<file path="src/rtl/pipelined_shifter_if.sv">
// ---------------------------------------------------------------------------
// pipelined_shifter_if
//
// Purpose: bundles the issue-side and writeback-side valid/ready channels of
// the pipelined barrel shifter into one interface.
//
// Signals:
//   in_valid   source -> shifter  operation present
//   in_ready   shifter -> source  shifter can take an operation this cycle
//   in_data    source -> shifter  operand, WIDTH bits
//   in_shamt   source -> shifter  shift amount, SHW bits (0..WIDTH-1)
//   in_mode    source -> shifter  00 SLL, 01 SRL, 10 SRA, 11 ROR
//   out_valid  shifter -> sink    result present
//   out_ready  sink -> shifter    sink accepts the result
//   out_data   shifter -> sink    shifted result, WIDTH bits
//   out_zero   shifter -> sink    result is all zeros
//
// Modports:
//   master  the side that issues operations and consumes results
//   slave   the shifter itself
// ---------------------------------------------------------------------------
interface pipelined_shifter_if #(
   parameter int WIDTH = 16
);
   localparam int SHW = $clog2(WIDTH);

   logic             in_valid;
   logic             in_ready;
   logic [WIDTH-1:0] in_data;
   logic [SHW-1:0]   in_shamt;
   logic [1:0]       in_mode;
   logic             out_valid;
   logic             out_ready;
   logic [WIDTH-1:0] out_data;
   logic             out_zero;

   modport master (
      output in_valid,
      input  in_ready,
      output in_data,
      output in_shamt,
      output in_mode,
      input  out_valid,
      output out_ready,
      input  out_data,
      input  out_zero
   );

   modport slave (
      input  in_valid,
      output in_ready,
      input  in_data,
      input  in_shamt,
      input  in_mode,
      output out_valid,
      input  out_ready,
      output out_data,
      output out_zero
   );
endinterface

</file>
<file path="src/rtl/pipelined_shifter.sv">
// ---------------------------------------------------------------------------
// pipelined_shifter
//
// Purpose: fully pipelined barrel shifter supporting SLL, SRL, SRA and ROR.
// There are log2(WIDTH) stages; stage k conditionally shifts by 2^k and
// registers the word together with the mode, shift amount and the original
// operand MSB. A valid/ready handshake with per-stage backpressure lets
// bubbles collapse and keeps results in strict FIFO order.
//
// Parameters:
//   WIDTH  data width, power of two, at least 4 (must match the interface)
//
// Ports:
//   clk    rising-edge clock
//   rst_n  asynchronous active-low reset; discards everything in flight
//   bus    pipelined_shifter_if.slave: in_* issue channel, out_* result
//          channel, out_zero flag registered alongside the result
// ---------------------------------------------------------------------------
module pipelined_shifter #(
   parameter int WIDTH = 16
) (
   input  logic                  clk,
   input  logic                  rst_n,
   pipelined_shifter_if.slave    bus
);
   localparam int SHW  = $clog2(WIDTH);
   localparam int NSTG = SHW;

   localparam logic [1:0] MODE_SLL = 2'b00;
   localparam logic [1:0] MODE_SRL = 2'b01;
   localparam logic [1:0] MODE_SRA = 2'b10;
   localparam logic [1:0] MODE_ROR = 2'b11;

   // Per-stage registers
   logic [NSTG-1:0]  vQ;
   logic [WIDTH-1:0] dataQ  [NSTG];
   logic [SHW-1:0]   shamtQ [NSTG];
   logic [1:0]       modeQ  [NSTG];
   logic             signQ  [NSTG];
   logic             zeroQ;

   // What each stage would load: its upstream source and the shifted word
   logic             srcValid [NSTG];
   logic [WIDTH-1:0] srcData  [NSTG];
   logic [SHW-1:0]   srcShamt [NSTG];
   logic [1:0]       srcMode  [NSTG];
   logic             srcSign  [NSTG];
   logic [WIDTH-1:0] dataD    [NSTG];

   // rdy[k] means stage k may load this cycle; rdy[NSTG] is the sink
   logic [NSTG:0]    rdy;

   // One conditional shift step by a fixed amount. SRA fills with the sign
   // of the original operand carried down the pipe, which gives the same
   // result as the current MSB but keeps every stage identical.
   function automatic logic [WIDTH-1:0] shiftStep(
      input logic [WIDTH-1:0] d,
      input logic [1:0]       mode,
      input logic             sign,
      input int               amt
   );
      logic [WIDTH-1:0] fill;
      logic [WIDTH-1:0] res;
      fill = ~({WIDTH{1'b1}} >> amt);
      case (mode)
         MODE_SLL: res = d << amt;
         MODE_SRL: res = d >> amt;
         MODE_SRA: res = (d >> amt) | (sign ? fill : '0);
         MODE_ROR: res = (d >> amt) | (d << (WIDTH - amt));
         default:  res = d;
      endcase
      return res;
   endfunction

   // Ready chain from the sink back to the input. A stage can load when it
   // is empty or when its content moves on in the same cycle, so bubbles
   // collapse even while the output is stalled.
   always_comb begin
      rdy       = '0;
      rdy[NSTG] = bus.out_ready;
      for (int k = NSTG - 1; k >= 0; k--) begin
         rdy[k] = !vQ[k] || rdy[k+1];
      end
   end

   // Upstream source for each stage: the input port for stage 0, the
   // previous stage's registers otherwise.
   always_comb begin
      srcValid[0] = bus.in_valid;
      srcData[0]  = bus.in_data;
      srcShamt[0] = bus.in_shamt;
      srcMode[0]  = bus.in_mode;
      srcSign[0]  = bus.in_data[WIDTH-1];
      for (int k = 1; k < NSTG; k++) begin
         srcValid[k] = vQ[k-1];
         srcData[k]  = dataQ[k-1];
         srcShamt[k] = shamtQ[k-1];
         srcMode[k]  = modeQ[k-1];
         srcSign[k]  = signQ[k-1];
      end
   end

   // Stage k shifts by 2^k only when shift-amount bit k is set.
   always_comb begin
      for (int k = 0; k < NSTG; k++) begin
         dataD[k] = srcData[k];
         if (srcShamt[k][k]) begin
            dataD[k] = shiftStep(srcData[k], srcMode[k], srcSign[k], 1 << k);
         end
      end
   end

   // Stage registers. Loading a bubble clears the valid bit but leaves the
   // payload untouched, so operands are only captured on a real transfer.
   always_ff @(posedge clk or negedge rst_n) begin
      if (!rst_n) begin
         vQ    <= '0;
         zeroQ <= 1'b0;
         for (int k = 0; k < NSTG; k++) begin
            dataQ[k]  <= '0;
            shamtQ[k] <= '0;
            modeQ[k]  <= '0;
            signQ[k]  <= 1'b0;
         end
      end else begin
         for (int k = 0; k < NSTG; k++) begin
            if (rdy[k]) begin
               vQ[k] <= srcValid[k];
               if (srcValid[k]) begin
                  dataQ[k]  <= dataD[k];
                  shamtQ[k] <= srcShamt[k];
                  modeQ[k]  <= srcMode[k];
                  signQ[k]  <= srcSign[k];
               end
            end
         end
         if (rdy[NSTG-1] && srcValid[NSTG-1]) begin
            zeroQ <= (dataD[NSTG-1] == '0);
         end
      end
   end

   assign bus.in_ready  = rdy[0];
   assign bus.out_valid = vQ[NSTG-1];
   assign bus.out_data  = dataQ[NSTG-1];
   assign bus.out_zero  = zeroQ;

endmodule

</file>
<file path="src/flat_wrapper.sv">
// flat-port wrapper written by rule: the top's interface ports become plain ports
module pipelined_shifter_flat 
#(
   parameter int WIDTH = 16
)
  (clk, rst_n, bus_in_valid, bus_in_ready, bus_in_data, bus_in_shamt, bus_in_mode, bus_out_valid, bus_out_ready, bus_out_data, bus_out_zero);
  pipelined_shifter_if #(.WIDTH(WIDTH)) bus_i ();
  input  logic clk;
  input  logic rst_n;
  input wire logic [$bits(bus_i.in_valid)-1:0] bus_in_valid;
  output wire logic [$bits(bus_i.in_ready)-1:0] bus_in_ready;
  input wire logic [$bits(bus_i.in_data)-1:0] bus_in_data;
  input wire logic [$bits(bus_i.in_shamt)-1:0] bus_in_shamt;
  input wire logic [$bits(bus_i.in_mode)-1:0] bus_in_mode;
  output wire logic [$bits(bus_i.out_valid)-1:0] bus_out_valid;
  input wire logic [$bits(bus_i.out_ready)-1:0] bus_out_ready;
  output wire logic [$bits(bus_i.out_data)-1:0] bus_out_data;
  output wire logic [$bits(bus_i.out_zero)-1:0] bus_out_zero;
  assign bus_i.in_valid = bus_in_valid;
  assign bus_in_ready = bus_i.in_ready;
  assign bus_i.in_data = bus_in_data;
  assign bus_i.in_shamt = bus_in_shamt;
  assign bus_i.in_mode = bus_in_mode;
  assign bus_out_valid = bus_i.out_valid;
  assign bus_i.out_ready = bus_out_ready;
  assign bus_out_data = bus_i.out_data;
  assign bus_out_zero = bus_i.out_zero;
  pipelined_shifter #(.WIDTH(WIDTH)) u_core (.clk(clk), .rst_n(rst_n), .bus(bus_i));
endmodule
</file>
<file path="config.mk">
export PLATFORM = sky130hd
export DESIGN_NAME = pipelined_shifter_flat
export DESIGN_NICKNAME = d
export VERILOG_FILES = /design/src/rtl/pipelined_shifter_if.sv /design/src/rtl/pipelined_shifter.sv /design/src/flat_wrapper.sv
export SDC_FILE = /design/constraint.sdc
export NUM_CORES = 1
export LEC_CHECK = 0
export CORE_ASPECT_RATIO = 0.7
export CORE_MARGIN = 4
export CORE_UTILIZATION = 52
export CTS_BUF_LIST = sky130_fd_sc_hd__clkbuf_16
export DETAILED_ROUTE_END_ITERATION = 10
export PLACE_DENSITY = 0.76
export SYNTH_ARGS = -nofsm -noshare
export SYNTH_HDL_FRONTEND = slang
export SYNTH_SLANG_ARGS = --single-unit
</file>
<file path="constraint.sdc">
create_clock -name clk -period 1.4 [get_ports clk]
set_clock_uncertainty 0.2 [all_clocks]
set_input_delay 0.14 -clock clk [delete_from_list [all_inputs] [get_ports clk]]
set_output_delay 0.14 -clock clk [all_outputs]
set_load 0.01 [all_outputs]
</file>
* After elaboration in Yosys (flattened, before gate mapping)
Index checks and enable logic that the tools add are counted.
** Storage, ports and cells
- Word-level logic and storage cells :: 68
- Bits of input ports :: 26
- Bits in registers :: 90
- Output and inout port bits :: 19
** Cells by class
- Bitwise gates (word level) :: 8
- Mux-type cells :: 12
- Equal/unequal tests :: 12
- Reduce and logical (&&, ||, !) cells :: 18
** Operator list (number)
- $pmux W16 S4 :: 4
- $mux W16 :: 8
- $or A12 B16 Y16 :: 2
- $or A14 B16 Y16 :: 2
- $or A15 B16 Y16 :: 2
- $or A8 B16 Y16 :: 2
- $eq A2 B2 Y1 const B :: 8
- $logic_not A16 Y1 :: 1
- $eq A2 B1 Y1 const B :: 4
- $logic_not A2 Y1 :: 4
- $reduce_and A2 Y1 :: 4
- $logic_not A1 Y1 :: 4
- $logic_or A1 B1 Y1 :: 4
- $logic_and A1 B1 Y1 :: 1

* Longest topological paths before layout
- Word-level depth :: 6
- Mapped depth :: 6
- Gate-level depth less buffers :: 4

* Least setup slack after synthesis
OpenSTA, ideal clock, no wires.
- Path kind :: register to register
- From :: reg u_core.vQ[3]
- To :: reg u_core.dataQ[22] in the netlist's numbering
- Buffers on the path :: 1
- Data required time :: 1.082 ns
- Path slack :: -0.157 ns
- Cell stages (with the launch flop) :: 6
- Clock period less this slack :: 1.557 ns
- Arrival :: 1.238 ns
- Setup time :: 0.118 ns
- Cell sequence :: dfrtp_1 nand2b_1 o21ai_4 buf_2 a211oi_1 a21o_1
** On the way
- Longest elaborated chain between the ends :: 4
** Ends and longest elaborated chain
- start: declaration :: line pipelined_shifter.sv:35 : logic [NSTG-1:0] vQ;
- start signal: indexed assignment :: line pipelined_shifter.sv:128 : vQ[k] <= srcValid[k];
- $logic_not A1 Y1 :: line pipelined_shifter.sv:82 : rdy[k] = !vQ[k] || rdy[k+1];
- $logic_or A1 B1 Y1 (2 in series) :: line pipelined_shifter.sv:82
- $reduce_and A2 Y1 (no source line)
- end signal: indexed assignment :: line pipelined_shifter.sv:130 : dataQ[k] <= dataD[k];
- end: declaration :: line pipelined_shifter.sv:36 : logic [WIDTH-1:0] dataQ [NSTG];
No other way between the ends.
A chain may end at the register's enable or synchronous reset.

* Worst setup path in the final report
- From :: reg u_core.dataQ[20] in the netlist's numbering
- To :: reg u_core.zeroQ, in the netlist u_core.bus.out_zero
** On the way
- Longest elaborated chain between the ends :: 4
** Ends and longest elaborated chain
- $or A8 B16 Y16 :: line pipelined_shifter.sv:69 : MODE_ROR: res = (d >> amt) | (d << (WIDTH - amt));
- $pmux W16 S4 :: line pipelined_shifter.sv:65 : case (mode)
- $mux W16 (*) :: line pipelined_shifter.sv:107 : if (srcShamt[k][k]) begin
- $logic_not A16 Y1 (*) :: line pipelined_shifter.sv:138 : zeroQ <= (dataD[NSTG-1] == '0);
- end signal: assignment :: line pipelined_shifter.sv:138
- end: declaration :: line pipelined_shifter.sv:40 : logic zeroQ;
Mark *: on every way between the ends. The rest lies on a longest branch, timed or not.

==> impl_metrics.tcl <==
set metrics [dict create \
    drv_cap 0 \
    final_layout_size_suffix_gt1_share_pct 41.74 \
    chipHeight_um 87.34 \
    area_growth_syn_to_layout_pct 49.13 \
    ios 45 \
    cts_inserted_buffers 9 \
    firstDrtPassIters 5 \
    fin_setup_tns_ns -16.95 \
    num_rows 28 \
    clk_pin_slew_worst_paths_ns 0.06 \
    synth_nets 509 \
    arrival_ns 2.02 \
    fin_cells 719 \
    layout_setup_ws_ns -0.5369 \
    start_kind "flip-flop" \
    crit_chain "nor4_1 -> a21oi_1 -> nor4_2 -> a41o_1" \
    n_antenna_cell 0 \
    drtIter0Drc 494 \
    final_common_cell "dfrtp_1" \
    cts_buffer_depth 2 \
    place_inst 672 \
    final_antenna_net_count 0 \
    required_ns 1.49 \
    leakage_nw 3.181 \
    holdWs_ns 0.07779 \
    fin_crit_sh_pct 138.4 \
    violations "setup timing" \
    wire_per_inst_um 22.56 \
    core_mm2 0.008618 \
    avgViaCountPerCell 6.470 \
    grt_pass1_wl_um 22060 \
    rsz0062_at_grt "yes" \
    finalSetupViolCount 81 \
    dpl_cell_area_mm2 0.005704 \
    final_hold_viol_count 0 \
    gr-usage-all-layers_pct 27.05 \
    clkSinkCount 84 \
    layout.nets 620 \
    max_freq_ghz 0.5163 \
    critPathCaptureType "flip-flop" \
    clock-root-buffer "clkbuf_16" \
    ys.warnings.count 0 \
    tritoncts "done" \
    cp_max_fo 4 \
    antenna_found_initial 0 \
    multi_input_area_mm2 0.002819 \
    path_class "flip-flop to flip-flop" \
    ir_drop_mv 1.160 \
    seq_area_mm2 0.002108 \
    p_per_area_mw_per_mm2 1817 \
    io_buffers 44 \
    tightest_slew_ns 0.6111 \
    final_area_mm2 0.006973 \
    avgSynthCellArea_um2 9.681 \
    cp_slowest_cell "nor4_1" \
    min_path_type "input port to async pin" \
    initial_core_util_pct 54.25 \
    drc_errors 0 \
    place.gp.congestion 0.9098 \
    die_area_mm2 0.01060 \
    status "complete, but fails checks" \
    synth-seq-area-share_pct 44.96 \
    overflow 0 \
    dp_hpwl_um 8934 \
    synth_area_mm2 0.004676 \
    grt_max_degree 33 \
    grt_pass1_vias 4257 \
    fin_crit_ns 1.937 \
    synthDistinctLibCells 39 \
    clk_latency_ns 0.35 \
    die_w_um 121.3 \
    critPathMaxStageDelay_ns 0.57 \
    mostFrequentLayoutCells "dfrtp_1, buf_4, nor2_1" \
    synth-seq-cells 84 \
    drt_wl_total_um 16220 \
    slew_violations 0 \
    h-tree-depth 3 \
    worst_slew_margin_rel_pct 58.88 \
    num_vias 4652 \
    netlist_instances 483 \
    fillCellCount 466 \
    final_core_util_pct 80.91 \
]
[through the flow]
step / setup slack [ns] / total power, mW
floorplan: -0.1226 / 6.756
global placement: -0.4626 / 8.462
detailed placement: -0.5155 / 8.675
CTS: -0.2695 / 11.41
global route: -0.5686 / 13.18
finish: -0.5369 / 12.67
[state kept, by name, indices dropped and copies added, names as in the netlist]
register             flops
u_core.dataQ            48
u_core.bus.out_data     16
u_core.modeQ             6
u_core.shamtQ            6
u_core.vQ                4
u_core.signQ             3
u_core.bus.out_zero      1
[cells by family after synthesis]
family / after synthesis / synth area share [%]
AOI/OAI and AO/OA: 154 / 22.37
buffers and inverters: 62 / 7.546
DFF: 84 / 44.96
muxes: 53 / 11.85
and+or+nand+nor: 130 / 13.27
[cell type report]
class                           instances  share of cell area (%)
Inverter                                9                  0.5204
Sequential cell                        84                   30.24
Clock inverter                          7                  0.6280
Multi-Input combinational cell        338                   40.43
Tap cell                              120                   2.153
Clock buffer                            9                   3.230
Timing Repair Buffer                  152                   22.81
[Yosys cell counts]
master	number	area, um^2
buf_4	19	142.6
nor2_2	3	18.77
and2_1	1	6.260
a31oi_1	6	37.54
buf_6	4	45.04
nor4_1	5	31.28
nand4b_2	1	15.01
buf_2	15	75.07
a211oi_1	20	150.1
o21a_1	1	7.510
nand2_2	2	12.51
o21ai_4	1	16.27
nand2_1	43	161.4
a22oi_1	1	7.510
a21oi_1	10	50.05
o21bai_1	1	7.510
o21ai_2	1	8.760
nor4_2	1	12.51
nor2_1	35	131.4
a221oi_1	1	8.760
or2_2	5	31.28
inv_1	9	33.78
o21ai_0	47	235.2
nand2b_1	3	18.77
a41o_1	2	20.02
mux2i_1	34	340.3
clkbuf_1	15	56.30
nor2b_1	14	87.58
a21o_1	34	255.2
dfrtp_1	84	2102
and3_1	1	6.260
mux2_2	19	214.0
a311oi_1	14	122.6
o211ai_1	9	67.56
nand3_1	10	50.05
a21boi_1	1	7.510
and2_0	1	6.260
nand4_1	5	31.28
o221ai_1	5	43.79
[worst max-delay path: cells and delay by family, from the launching register on]
family | cells | cell delay (ns)
AOI/OAI and AO/OA | 2 | 0.37
DFF | 1 | 0.48
and+or+nand+nor | 2 | 0.82
[metal layers]
metal / up-vias / share of wire [%] / global-route usage (%)
li1: 1972 / - / -
met3: 62 / 9.4 / 6.234
met2: 318 / 47 / 41.80
met4: 0 / 3.3 / 9.664
met5: - / 0 / 0
met1: 2300 / 40 / 37.62
[worst paths after layout]
path                                    startpoint                      end  slack [ns]  cells past startpoint
max                               u_core.dataQ[20]      u_core.bus.out_zero       -0.54                      4
min                                          rst_n         u_core.dataQ[25]        0.08                      2
max reg2reg                       u_core.dataQ[20]      u_core.bus.out_zero       -0.54                      4
min reg2reg                u_core.bus.out_data[13]  u_core.bus.out_data[13]        0.27                      2
max in group asynchronous                    rst_n         u_core.shamtQ[7]        0.39                      3
min in group clk                   bus_in_shamt[3]        u_core.shamtQ[15]        0.21                      2
[power by group]
group          leakage, nW  internal [mW]  switching (mW)
clock                0.121           1.19            1.04
sequential            1.02           3.20            1.12
combinational         2.04           3.21            2.91
[repair_timing]
action / CTS / global route
endpoints found under the hold margin: 84 / 0
endpoints found under the setup margin: 99 / 82
pin swaps: 21 / 32
gates cloned: 5 / 6
buffers inserted: 11 / 11
gates resized for setup: 99 / 113
hold buffers: 1 / 0
Power figures use the tool's default switching activity.
